===== config.mk =====
export PLATFORM = sky130hd
export DESIGN_NAME = switch_input_port
export DESIGN_NICKNAME = d
export VERILOG_FILES = /design/src/rtl/io_map_pkg.sv /design/src/rtl/switch_debounce_bit.sv /design/src/rtl/switch_input_port.sv
export SDC_FILE = /design/constraint.sdc
export NUM_CORES = 1
export LEC_CHECK = 0
export CAP_MARGIN = 20
export CORE_MARGIN = 2
export CORE_UTILIZATION = 55
export CTS_CLUSTER_DIAMETER = 120
export DETAILED_ROUTE_END_ITERATION = 8
export GPL_TIMING_DRIVEN = 0
export HOLD_SLACK_MARGIN = 0.06
export PLACE_DENSITY = 0.89
export SETUP_SLACK_MARGIN = 0.02
export SYNTH_ARGS = -nofsm -noshare
export SYNTH_HDL_FRONTEND = slang
export SYNTH_SLANG_ARGS = --single-unit

===== constraint.sdc =====
create_clock -name clock -period 2.55 [get_ports clock]
set_clock_uncertainty 0.2 [all_clocks]
set_input_delay 0.3825 -clock clock [delete_from_list [all_inputs] [get_ports clock]]
set_output_delay 0.3825 -clock clock [all_outputs]
set_load 0.05 [all_outputs]

===== src/rtl/io_map_pkg.sv =====
// ----------------------------------------------------------------------------
// io_map_pkg
//   Shared IO address map and IO data-path width for the memory/IO steering
//   stage and the peripherals hanging off it.
//   - SWITCH_DATA_ADDR / SWITCH_FLAG_ADDR : debounced switch level / W1C flags
//   - LED_ADDR_LO / LED_ADDR_HI           : LED output halves
//   - IO_DATA_W                           : width of the IO read/write path
// ----------------------------------------------------------------------------
package io_map_pkg;

    localparam logic [31:0] SWITCH_DATA_ADDR = 32'hFFFF_FC70;
    localparam logic [31:0] SWITCH_FLAG_ADDR = 32'hFFFF_FC72;
    localparam logic [31:0] LED_ADDR_LO      = 32'hFFFF_FC60;
    localparam logic [31:0] LED_ADDR_HI      = 32'hFFFF_FC62;

    localparam int IO_DATA_W = 16;

endpackage


===== src/rtl/switch_debounce_bit.sv =====
// ----------------------------------------------------------------------------
// switch_debounce_bit
//   One switch bit: 2-flop synchronizer, STABLE-deep sample history and the
//   accepted (debounced) level.
//   Ports:
//     clock, reset  : system clock, async active-low reset
//     i_tick        : debounce sample strobe, shifts the history
//     i_accept      : high the cycle after a tick, enables acceptance
//     i_raw         : raw asynchronous switch input
//     o_stable      : accepted level
//     o_changed     : one-cycle pulse, high in the cycle o_stable is updated
// ----------------------------------------------------------------------------
module switch_debounce_bit #(
    parameter int STABLE = 3
) (
    input  logic clock,
    input  logic reset,
    input  logic i_tick,
    input  logic i_accept,
    input  logic i_raw,
    output logic o_stable,
    output logic o_changed
);

    logic [1:0]        r_sync;
    logic [STABLE-1:0] r_hist;
    logic              r_stable;

    logic w_all1;
    logic w_all0;

    assign w_all1 = &r_hist;
    assign w_all0 = ~|r_hist;

    // A full window of equal samples that disagrees with the accepted level
    // flips it; any mixed window leaves everything untouched.
    assign o_changed = i_accept & ((w_all1 & ~r_stable) | (w_all0 & r_stable));
    assign o_stable  = r_stable;

    always_ff @(posedge clock or negedge reset) begin
        if (!reset) begin
            r_sync   <= '0;
            r_hist   <= '0;
            r_stable <= 1'b0;
        end else begin
            r_sync <= {r_sync[0], i_raw};
            if (i_tick) begin
                r_hist <= {r_hist[STABLE-2:0], r_sync[1]};
            end
            if (o_changed) begin
                r_stable <= ~r_stable;
            end
        end
    end

endmodule


===== src/rtl/switch_input_port.sv =====
// ----------------------------------------------------------------------------
// switch_input_port
//   Debounced switch input peripheral on the IO read path.
//   DATA  (addr1=0): read-only debounced switch levels.
//   FLAGS (addr1=1): sticky per-bit change flags, write-one-to-clear.
//   Ports:
//     clock, reset  : system clock, async active-low reset
//     switchctrl    : chip-select from the steering stage
//     addr1         : 0 = DATA, 1 = FLAGS
//     ioread        : IO read strobe (combinational read, no side effects)
//     iowrite       : IO write strobe (only FLAGS is writable)
//     write_data    : IO write data, 1s clear the matching flags
//     switch_in     : raw board switches
//     ioread_data   : read data, 0 when not selected
// ----------------------------------------------------------------------------
module switch_input_port
    import io_map_pkg::*;
#(
    parameter int WIDTH    = 16,
    parameter int TICK_DIV = 100000,
    parameter int STABLE   = 3
) (
    input  logic                 clock,
    input  logic                 reset,
    input  logic                 switchctrl,
    input  logic                 addr1,
    input  logic                 ioread,
    input  logic                 iowrite,
    input  logic [IO_DATA_W-1:0] write_data,
    input  logic [WIDTH-1:0]     switch_in,
    output logic [WIDTH-1:0]     ioread_data
);

    // With TICK_DIV=1 the counter never leaves 0, so keep it 1 bit wide.
    localparam int               CNT_W   = (TICK_DIV > 1) ? $clog2(TICK_DIV) : 1;
    localparam logic [CNT_W-1:0] CNT_MAX = CNT_W'(TICK_DIV - 1);

    logic [CNT_W-1:0] r_presc;
    logic             r_accept;
    logic [WIDTH-1:0] r_flag;

    logic             w_tick;
    logic [WIDTH-1:0] w_stable;
    logic [WIDTH-1:0] w_changed;
    logic [WIDTH-1:0] w_clr;
    logic [WIDTH-1:0] w_wdata;

    // ---------------- prescaler ----------------
    assign w_tick = (r_presc == CNT_MAX);

    always_ff @(posedge clock or negedge reset) begin
        if (!reset) begin
            r_presc  <= '0;
            r_accept <= 1'b0;
        end else begin
            r_presc  <= w_tick ? '0 : r_presc + CNT_W'(1);
            // acceptance looks at the history one cycle after it shifted
            r_accept <= w_tick;
        end
    end

    // ---------------- per-bit debounce ----------------
    for (genvar i = 0; i < WIDTH; i++) begin : g_bit
        switch_debounce_bit #(
            .STABLE   (STABLE)
        ) u_bit (
            .clock    (clock),
            .reset    (reset),
            .i_tick   (w_tick),
            .i_accept (r_accept),
            .i_raw    (switch_in[i]),
            .o_stable (w_stable[i]),
            .o_changed(w_changed[i])
        );
    end

    // ---------------- sticky flags, W1C ----------------
    assign w_wdata = WIDTH'(write_data);
    assign w_clr   = (iowrite && switchctrl && addr1) ? w_wdata : '0;

    always_ff @(posedge clock or negedge reset) begin
        if (!reset) begin
            r_flag <= '0;
        end else begin
            // a change accepted in the same cycle as a clear keeps the flag set
            r_flag <= (r_flag & ~w_clr) | w_changed;
        end
    end

    // ---------------- combinational read mux ----------------
    always_comb begin
        ioread_data = '0;
        if (ioread && switchctrl) begin
            ioread_data = addr1 ? r_flag : w_stable;
        end
    end

endmodule


==> impl_metrics.tcl <==
set metrics [dict create \
    path_cells "clkdlybuf4s50_1 > nand2_1 > clkbuf_4 > nor2_2 > clkdlybuf4s15_2" \
    crit_path_start_kind "primary input" \
    syn_area_um2 5420 \
    clock_tree.buffer_depth 2 \
    hold_viol_final 0 \
    core_um2 9680 \
    synth_area_per_cell_um2 11.8 \
    drt-wirelength-per-cell_um 16.6 \
    synth_top_family_by_area "simple AND/OR/NAND/NOR gates" \
    power_frac_comb_pct 3.5 \
    slew_violations 0 \
    diodes 0 \
    drive_gt1_share_pct 16.8 \
    routed-via-count 3838 \
    first_global_vias 4043 \
    drt_iter0_markers 219 \
    io_buffers 52 \
    holdPathEnd "g_bit[10].u_bit.r_sync[0]" \
    leakage_nw 3.12 \
    syn-num-nets 500 \
    min_path_cells 1 \
    grt_pass1_wl_um 18800 \
    slew_headroom_pct 58.1 \
    cts_sinks 130 \
    max_stage_delay_ns 0.48 \
    maxCapViolations 0 \
    worstSetupPathType "in2out" \
    ant_nets 0 \
    synth_area_leader_cell "dfrtp_1" \
    grtUsageMet2_pct 37.8 \
    overflow 0 \
    crit_family "buffers and inverters" \
    firstDrtPassIters 4 \
    num_io_pins 54 \
    synth_area_leaders "dfrtp_1 (60%), mux2_2 (5.6%), nand2_1 (4.6%)" \
    die-area_um2 10700 \
    crit_buf_inv 3 \
    synth_top_area_share_pct 60.0 \
    hpwl_um 7090 \
    nNetsFinal 573 \
    r2r-end "g_bit[8].u_bit.r_hist[0]" \
    synthCells 461 \
    internal_power_mw 3.61 \
    final_area_um2 6750 \
    synthToLayoutAreaGrowth_pct 24.6 \
    power_frac_seq_pct 45.8 \
    seq_area_frac_synth_pct 60.0 \
    grt.busiest_layer "met2" \
    clk_latency_ns 0.52 \
    min_path_type "in2reg" \
    synth-adder-area-share_pct 0.231 \
    via_per_inst 5.64 \
    p_clk_share_pct 50.7 \
    peakVddDrop_mv 0.508 \
    track_usage_pct 23.2 \
    die_w_um 103 \
    pre_cts_ws_ns -0.728 \
    synth_edf_count 0 \
    synth_xor_area_share_pct 2.42 \
    fin_crit_ns 2.49 \
    ys_seq_elements 130 \
    met1_usage_pct 29.8 \
    fin_ws_ns 0.0592 \
    synth-simple-area-share_pct 17.6 \
    synthMuxAreaShare_pct 12.9 \
    max_freq_ghz 0.401 \
    p_sw_share_pct 22.1 \
    p_per_area_nw_per_um2 685 \
    reg2reg_slack_ns 0.11 \
    r2r-start "r_presc[12]" \
    numCtsBuffers 17 \
    fillerInstances 624 \
    crit_arrival_ns 1.91 \
    synth-compound-area-share_pct 4.80 \
    clk_pin_slew_ns 0.06 \
    endpoint_kind "output pin" \
    power_switching_mw 1.02 \
    status "finished clean" \
    setup_violations 0 \
    gp_congestion 0.885 \
    rows 36 \
    yosys_most_used_dff "dfrtp_1" \
    cts_tree "yes" \
    hold_start "switch_in[10]" \
    grt_setup_unrepaired "false" \
    start_util_pct 56.0 \
    layout_common_cells "dfrtp_1 (130), nand2_1 (67), nor2_1 (50)" \
    post-route-drc-count 0 \
    fp.dieH_um 103 \
    antenna_found_initial 0 \
    timing.final.crit_share_pct 97.7 \
    synth_warnings 0 \
    grt_max_degree 71 \
    final_common_cell "dfrtp_1" \
    crit_slowest_cell "clkdlybuf4s50_1" \
    cts_root_buf "clkbuf_8" \
    place_area_um2 6160 \
    ys_types 30 \
    async_flop_share_pct 100 \
    wl_um 11300 \
    tightest_slew_ns 0.629 \
    critical_path_required_ns 1.97 \
    htreeDepth 4 \
    crit_path_max_fanout 10 \
    rr_worst_depth 5 \
    use_met3_pct 5.78 \
]
[repair_timing]
item,4_1_cts,5_1_grt
setup buffers,0,0
hold buffers,1,0
endpoints found under the setup margin,16,2
cloned,0,0
pin swaps,0,0
hold endpoints to repair,60,0
gates resized for setup,43,3
[metal layers]
layer	share of wire (%)	wire length (µm)	vias to the layer above
li1	-	-	1772
met1	43	4820	1942
met2	52	5820	103
met3	4.2	475	21
met4	1.4	161	0
met5	0	0	-
[worst register-to-register path: stages, from the launching register on]
cell     delay (ns)
dfrtp_1        0.42
or4b_4         0.58
nor4_4         0.37
buf_6          0.22
buf_6          0.18
mux2_1         0.35
[registers in the layout, indices dropped and copies added (netlist names)]
| name | count |
|---|---|
| g_bit.u_bit.r_hist | 48 |
| g_bit.u_bit.r_sync | 32 |
| r_presc | 17 |
| g_bit.u_bit.o_stable | 16 |
| r_flag | 16 |
| r_accept | 1 |
[power by group through the flow]
stage / Combinational, mW / Sequential, mW / Clock [mW]
after floorplan: 0.0455 / 2.15 / 0
after global placement: 0.153 / 2.15 / 0
after detailed placement: 0.163 / 2.15 / 0
after CTS: 0.166 / 2.12 / 2.37
after global routing: 0.179 / 2.12 / 2.47
final: 0.162 / 2.12 / 2.35
[worst max path at each step]
stage | startpoint | endpoint | slack [ns] | cells after the start
2_1_floorplan | addr1 | ioread_data[10] | 0.18 | 4
3_3_place_gp | reset | r_presc[0] | -3.85 | 1
3_5_place_dp | addr1 | ioread_data[14] | -0.73 | 5
4_1_cts | switchctrl | ioread_data[13] | 0.02 | 5
5_1_grt | switchctrl | ioread_data[7] | 0.02 | 5
6_report | switchctrl | ioread_data[5] | 0.06 | 5
[cell usage after synthesis, types with 2 or more instances]
| cell | n |
|---|---|
| nor3_1 | 2 |
| buf_4 | 2 |
| buf_6 | 4 |
| mux2i_1 | 16 |
| a31oi_1 | 16 |
| and3_1 | 2 |
| mux2_2 | 27 |
| and4b_1 | 16 |
| dfrtp_1 | 130 |
| nand3_1 | 7 |
| nand4_1 | 4 |
| inv_1 | 3 |
| clkbuf_1 | 9 |
| nor4_1 | 3 |
| mux2_1 | 21 |
| nor2_1 | 60 |
| a21oi_1 | 16 |
| xnor2_1 | 12 |
| and4_1 | 2 |
| o21ai_0 | 16 |
| nand2_1 | 67 |
| nor4b_1 | 16 |
| xor2_1 | 3 |
[logic make-up (layout without fill, tap and decap cells)]
logic type	after synthesis	count (layout)
AOI/OAI and AO/OA	48	48
xor gates and xnor gates	15	15
adders and majority gates	1	1
buffers and inverters	19	105
DFF	130	130
muxes	64	64
and+or+nand+nor	184	184
[through the flow]
stage	utilization [%]	hold slack (ns)	power (mW)	TNS, ns	instances
global route	69.7	0.0855	4.78	0	680
CTS	69.8	0.0897	4.65	0	680
floorplan	-	-0.113	2.20	0	461
detailed placement	63.6	0.135	2.32	-7.49	647
finish	69.7	0.100	4.63	0	680
global placement	63.3	0.132	2.31	-506.11	646
[final cells by class]
type | count | area, µm² | area share (%)
Multi-Input combinational cell | 312 | 2080 | 30.8
Clock buffer | 18 | 428 | 6.34
Tap cell | 133 | 166 | 2.46
Inverter | 3 | 11.3 | 0.167
Sequential cell | 130 | 3250 | 48.2
Timing Repair Buffer | 54 | 551 | 8.15
Buffer | 16 | 106 | 1.57
Clock inverter | 14 | 155 | 2.30
(Power assumes the default switching activity.)
==> RTL change 1: new RTL, same settings <==
`STABLE` is set to 3 in 2 places; all go to 2.
--- a/src/rtl/switch_debounce_bit.sv
+++ b/src/rtl/switch_debounce_bit.sv
@@ -11,7 +11,7 @@
 //     o_changed     : one-cycle pulse, high in the cycle o_stable is updated
 // ----------------------------------------------------------------------------
 module switch_debounce_bit #(
-    parameter int STABLE = 3
+    parameter int STABLE = 2
 ) (
     input  logic clock,
     input  logic reset,
--- a/src/rtl/switch_input_port.sv
+++ b/src/rtl/switch_input_port.sv
@@ -18,7 +18,7 @@
 #(
     parameter int WIDTH    = 16,
     parameter int TICK_DIV = 100000,
-    parameter int STABLE   = 3
+    parameter int STABLE   = 2
 ) (
     input  logic                 clock,
     input  logic                 reset,
Function: no difference found for any inputs over 10 cycles, from zero or initial values and one cycle with reset low; that may be too few to reach the edited logic, so the function may still have changed.
==> RTL change 1 against the unedited design <==
- setup slack improved by 0.035 ns
- count of clock-buffer cells in the layout up 2
- via count fell by 14%
- final area down 11%
- sequential cell count is 16 lower
- combinational power decreased by 23%
- wire length decreased by 14%
- power shrank 10%
- synthesized area down 13%
- fmax is 1.4% higher
- critical endpoint is now ioread_data[14]
==> RTL change 1: results (changes against the unedited design) <==
{| class="wikitable"
! Metric !! Value
|-
| Hold Worst Slack || 0.0992 ns (-0.000959 ns)
|-
| Vias in the first global route || 3450 (-15%)
|-
| Cts bufs inserted || 17 (unchanged)
|-
| Count of inserted antenna diode cells || 0 (unchanged)
|-
| Path depth of the worst reg2reg path || 4 (-1)
|-
| Number of inserted filler cells in the final layout || 527 (-16%)
|-
| Source-to-sink clock delay at the later pin of the worst-skew pair || 0.52 ns (about the same)
|-
| Port-buffer cells || 52 (unchanged)
|-
| Synth warn || 0 (unchanged)
|-
| Synth cell types || 31 (+3.3%)
|-
| Total global-route track usage || 22.0% (-1.2 points)
|-
| Reported leakage power || 0.00263 µW (-16%)
|-
| Synth Flop Type || dfrtp_1
|-
| Cell types occupying the most area after synthesis || dfrtp_1 (60%), mux2_2 (6.9%), nand2b_1 (4.1%)
|-
| Length of the first detailed-routing pass in iterations || 4 (unchanged)
|-
| Source of the worst hold timing path || switch_in[0]
|-
| Sum of net half-perimeters after detailed placement || 5960 µm (-16%)
|-
| Number of buffers on the longest clock path || 2 (unchanged)
|-
| Largest net degree at the start of global routing || 75 (+5.6%)
|-
| Classification of the worst-slack hold path || input port to flip-flop
|-
| Gpl congestion || 0.817 (-7.7%)
|-
| Max transition margin || 58.4% (+0.34 points)
|-
| Most common library cells after synthesis || dfrtp_1 (114), nor2_1 (43), a21oi_1 (34)
|-
| Startpoint of the worst register-to-register path || r_presc[13]
|-
| Maximum net fanout on the critical path || 10 (unchanged)
|-
| Worst setup EP type || output port
|-
| Run status || finished, final reports clean
|-
| H-tree levels || 4 (unchanged)
|-
| Endpoint arrival time on the critical path || 1.87 ns (-0.04 ns)
|-
| DRT Wirelength || 9740 µm (-14%)
|-
| Worst IR Drop VDD || 372 µV (-27%)
|-
| Proportion of register bits with asynchronous set or reset after synthesis || 100% (unchanged)
|-
| Net count after synthesis || 438 (-12%)
|-
| Internal Pwr Total || 3240 µW (-10%)
|-
| Share of synthesized area occupied by flip-flops and latches || 60.2% (+0.22 points)
|-
| Capture instance of the worst register-to-register path || g_bit[9].u_bit.r_hist[0]
|-
| CTS root buffer || clkbuf_8
|-
| Setup slack of the worst register-to-register path || 0.16 ns (+0.05 ns)
|-
| Endpoint with the worst hold slack || g_bit[0].u_bit.r_sync[0]
|-
| Largest registers ranked by flip-flop count || g_bit.u_bit.r_hist: 32 flops, g_bit.u_bit.r_sync: 32 flops, r_presc: 17 flops
|-
| Share of post-route cells with drive strength above 1 || 19.0% (+2.2 points)
|-
| Starting DRT DRC Count || 210 (-4.1%)
|-
| Setup violation total in the final timing report || 0 (unchanged)
|-
| Total Nets Final || 511 (-11%)
|-
| First-pass GRT wire length || 16200 µm (-14%)
|-
| Clock-pin slew on the worst setup and hold paths || 0.06 ns (about the same)
|-
| Average vias per placed instance || 5.58 (-1.1%)
|-
| Number of cells traversed by the worst hold path || 1 (unchanged)
|-
| Antenna violations before repair || 0 (unchanged)
|}
==> RTL change 1: final cells by class <==
type	instances	area, µm²	share of cell area (%)
repair buffers	54	561	9.32
multi-input cells	270	1820	30.3
plain buffers	14	88.8	1.48
clock inverters	12	110	1.83
inverters	1	3.75	0.0624
well taps	105	131	2.18
clock buffers	20	445	7.41
flip-flops and latches	114	2850	47.4
==> RTL change 1: logic make-up (layout without fill, tap and decap cells) <==
group | count (synthesis) | in the layout | share of synthesized area, %
AO/OA/AOI/OAI | 68 | 68 | 8.45
XOR/XNOR | 13 | 13 | 2.40
adder cells (fa/ha/maj) | 1 | 1 | 0.264
buffers and inverters | 15 | 101 | 1.82
flip-flops | 114 | 114 | 60.2
multiplexers | 48 | 48 | 11.0
AND/OR/NAND/NOR | 140 | 140 | 15.8
==> RTL change 1: worst max path at each step <==
stage / cells after the start / startpoint / slack, ns / to
5_1_grt: 5 / switchctrl / 0.06 / ioread_data[14]
4_1_cts: 5 / switchctrl / 0.1 / ioread_data[14]
6_report: 5 / switchctrl / 0.09 / ioread_data[14]
3_3_place_gp: 1 / reset / -3.30 / r_presc[2]
2_1_floorplan: 4 / addr1 / 0.18 / ioread_data[10]
3_5_place_dp: 5 / addr1 / -0.72 / ioread_data[5]
==> RTL change 1: per-layer routing <==
layer | vias up | GRT usage (%) | wire length [µm]
met3 | 15 | 4.77 | 481
met1 | 1653 | 26.2 | 4030
li1 | 1542 | - | -
met5 | - | 0 | 0
met2 | 82 | 38.0 | 5080
met4 | 0 | 10.7 | 155
==> RTL change 1: stage by stage <==
stage	power, µW	area (µm²)	setup TNS (ns)	worst slack, ns	instances
after floorplan	1890	4760	0	0.181	399
after global placement	1990	5410	-381.99	-3.30	556
after detailed placement	2000	5440	-7.74	-0.723	557
after CTS	4160	6010	0	0.0974	590
after global routing	4280	6010	0	0.0555	590
final	4140	6010	0	0.0944	590
==> RTL change 1: power groups by stage <==
| stage | clock [µW] | sequential (µW) | combinational (µW) |
|---|---|---|---|
| floorplan | 0 | 1870 | 21.2 |
| global placement | 0 | 1870 | 119 |
| finish | 2170 | 1840 | 125 |
| detailed placement | 0 | 1870 | 126 |
| CTS | 2190 | 1840 | 129 |
| global route | 2290 | 1840 | 138 |
==> RTL change 1: what timing repair did <==
action / 4_1_cts / 5_1_grt
buffers inserted: 0 / 0
hold buffers: 1 / 0
endpoints found under the hold margin: 40 / 0
setup endpoints to repair: 16 / 0
resized for setup: 40 / 0
==> RTL change 1: worst max-delay path, cell delays in order <==
cell	delay (ns)
clkdlybuf4s50_1	0.49
nand2_1	0.16
clkbuf_4	0.28
nor2_2	0.17
clkdlybuf4s15_2	0.38
==> RTL change 2: new RTL, same flow settings <==
Made on the original files. Register the output `ioread_data`, cleared by the reset; this adds one clock of latency there.
--- a/src/rtl/switch_input_port.sv
+++ b/src/rtl/switch_input_port.sv
@@ -34,6 +34,8 @@
     // With TICK_DIV=1 the counter never leaves 0, so keep it 1 bit wide.
     localparam int               CNT_W   = (TICK_DIV > 1) ? $clog2(TICK_DIV) : 1;
     localparam logic [CNT_W-1:0] CNT_MAX = CNT_W'(TICK_DIV - 1);
+
+    logic [WIDTH-1:0] ioread_data_d;
 
     logic [CNT_W-1:0] r_presc;
     logic             r_accept;
@@ -89,9 +91,17 @@
 
     // ---------------- combinational read mux ----------------
     always_comb begin
-        ioread_data = '0;
+        ioread_data_d = '0;
         if (ioread && switchctrl) begin
-            ioread_data = addr1 ? r_flag : w_stable;
+            ioread_data_d = addr1 ? r_flag : w_stable;
+        end
+    end
+
+    always_ff @(posedge clock or negedge reset) begin
+        if (!reset) begin
+            ioread_data <= '0;
+        end else begin
+            ioread_data <= ioread_data_d;
         end
     end
 
Formal check against the unedited RTL: no difference found for any inputs over 10 cycles, from zero or initial values and one cycle with reset low; that may be too few to reach the edited logic, so the function may still have changed.
==> RTL change 2 against the unedited design <==
- non-clock buffer count increased by 4
- final area increased by 6.2%
- power increased by 7.8%
- wire length increased by 7.4%
- synthesized area increased by 7.4%
- count of clock-buffer cells in the layout increased by 1
- sequential cell count increased by 16
- setup slack improved by 0.048 ns
- sequential share of layout area increased by 2.8 points
- largest power group unchanged
==> RTL change 2: results (changes against the unedited design) <==
{| class="wikitable"
! Metric !! Value
|-
| Run status || finished, final reports clean
|-
| Vias in the first global route || 4132 (+2.2%)
|-
| Cell types occupying the most area after synthesis || dfrtp_1 (63%), mux2_2 (5.2%), nand2_1 (4.3%)
|-
| Met1 track demand over resource || 28.6% (-1.2 points)
|-
| Largest net degree at the start of global routing || 102 (+44%)
|-
| Total Nets Final || 593 (+3.5%)
|-
| Total global-route track usage || 23.2% (-0.075 points)
|-
| Startpoint of the worst register-to-register path || r_presc[0]
|-
| Share of post-route cells with drive strength above 1 || 13.1% (-3.8 points)
|-
| Most common library cells after synthesis || dfrtp_1 (146), nand2_1 (67), nor2_1 (60)
|-
| Share of synthesized area occupied by flip-flops and latches || 62.8% (+2.8 points)
|-
| Source of the worst hold timing path || switch_in[7]
|-
| Pwr dens || 696 nW/µm² (+1.5%)
|-
| DRT Wirelength || 12100 µm (+7.4%)
|-
| Net count after synthesis || 516 (+3.2%)
|-
| Reported leakage power || 0.00331 µW (+6.4%)
|-
| Met2 Use GR || 39.0% (+1.2 points)
|-
| Worst IR Drop VDD || 418 µV (-18%)
|-
| Pin slew with the least headroom to its limit || 0.870 ns (+0.242 ns)
|-
| Endpoint arrival time on the critical path || 2.64 ns (+0.73 ns)
|-
| Endpoint with the worst hold slack || g_bit[7].u_bit.r_sync[0]
|-
| Length of the first detailed-routing pass in iterations || 4 (unchanged)
|-
| Starting DRT DRC Count || 272 (+24%)
|-
| Average vias per placed instance || 5.70 (+1.1%)
|-
| Capture instance of the worst register-to-register path || g_bit[5].u_bit.r_hist[1]
|-
| Gpl congestion || 0.772 (-13%)
|}
-- RTL change 2: cell types whose count changed after synthesis --
cell | before | now
dfrtp_1 | 130 | 146
-- RTL change 2: critical path: stages (launching register included) --
cell and delay (ns):
dfrtp_1 0.38, ha_1 0.22, and3_1 0.27, nand2_2 0.13
nor4_4 0.37, buf_6 0.19, buf_6 0.17, mux2_1 0.38
-- RTL change 2: where the power goes --
group / switching (µW) / internal [µW] / total (µW)
logic: 90.1 / 74.2 / 164
clock network: 992 / 1460 / 2450
registers: 16.4 / 2360 / 2380
-- RTL change 2: routing by layer --
| metal | routed length, µm | share of wire [%] |
|---|---|---|
| met4 | 274 | 2.3 |
| met1 | 4760 | 39 |
| met3 | 693 | 5.7 |
| met2 | 6380 | 53 |
| met5 | 0 | 0 |
-- RTL change 2: cell families (layout without fill, tap and decap cells) --
kind of cell / after synthesis / in the layout / synth area share [%]
adders and majority gates: 1 / 1 / 0.215
muxes: 64 / 64 / 12.0
AOI/OAI and AO/OA: 48 / 48 / 4.47
and+or+nand+nor: 184 / 184 / 16.4
buffers and inverters: 19 / 109 / 1.87
xor gates and xnor gates: 15 / 15 / 2.26
DFF: 146 / 146 / 62.8
-- RTL change 2: how the worst max path moves through the flow --
stage / to / from / slack [ns]
global placement: r_presc[0] / reset / -4.51
floorplan: g_bit[0].u_bit.r_hist[0] / r_presc[12] / 0.32
CTS: g_bit[8].u_bit.r_hist[0] / r_presc[13] / 0.05
global route: g_bit[7].u_bit.r_hist[2] / r_presc[0] / 0.002
detailed placement: r_flag[10] / addr1 / 0.01
finish: g_bit[5].u_bit.r_hist[1] / r_presc[0] / 0.11
-- RTL change 2: stage by stage --
stage          power, µW  setup TNS, ns  worst slack [ns]  cells  hold WS [ns]
6_report            4990              0             0.107    703        0.0864
5_1_grt             5140              0           0.00245    703        0.0792
4_1_cts             5010              0            0.0502    699        0.0808
3_5_place_dp        2580              0            0.0115    666         0.135
3_3_place_gp        2570        -657.29             -4.51    665         0.132
2_1_floorplan       2450              0             0.318    477        -0.113
-- RTL change 2: what timing repair did --
item,CTS,global route
gates resized for setup,0,1
hold endpoints to repair,49,0
endpoints found under the setup margin,0,21
setup buffers,0,4
hold buffers,1,0
-- RTL change 2: layout make-up --
cell class	instances	share of cell area (%)
plain buffers	16	1.36
clock buffers	19	6.16
clock inverters	13	2.06
inverters	3	0.157
multi-input cells	312	28.7
flip-flops and latches	146	50.9
well taps	136	2.37
repair buffers	58	8.22
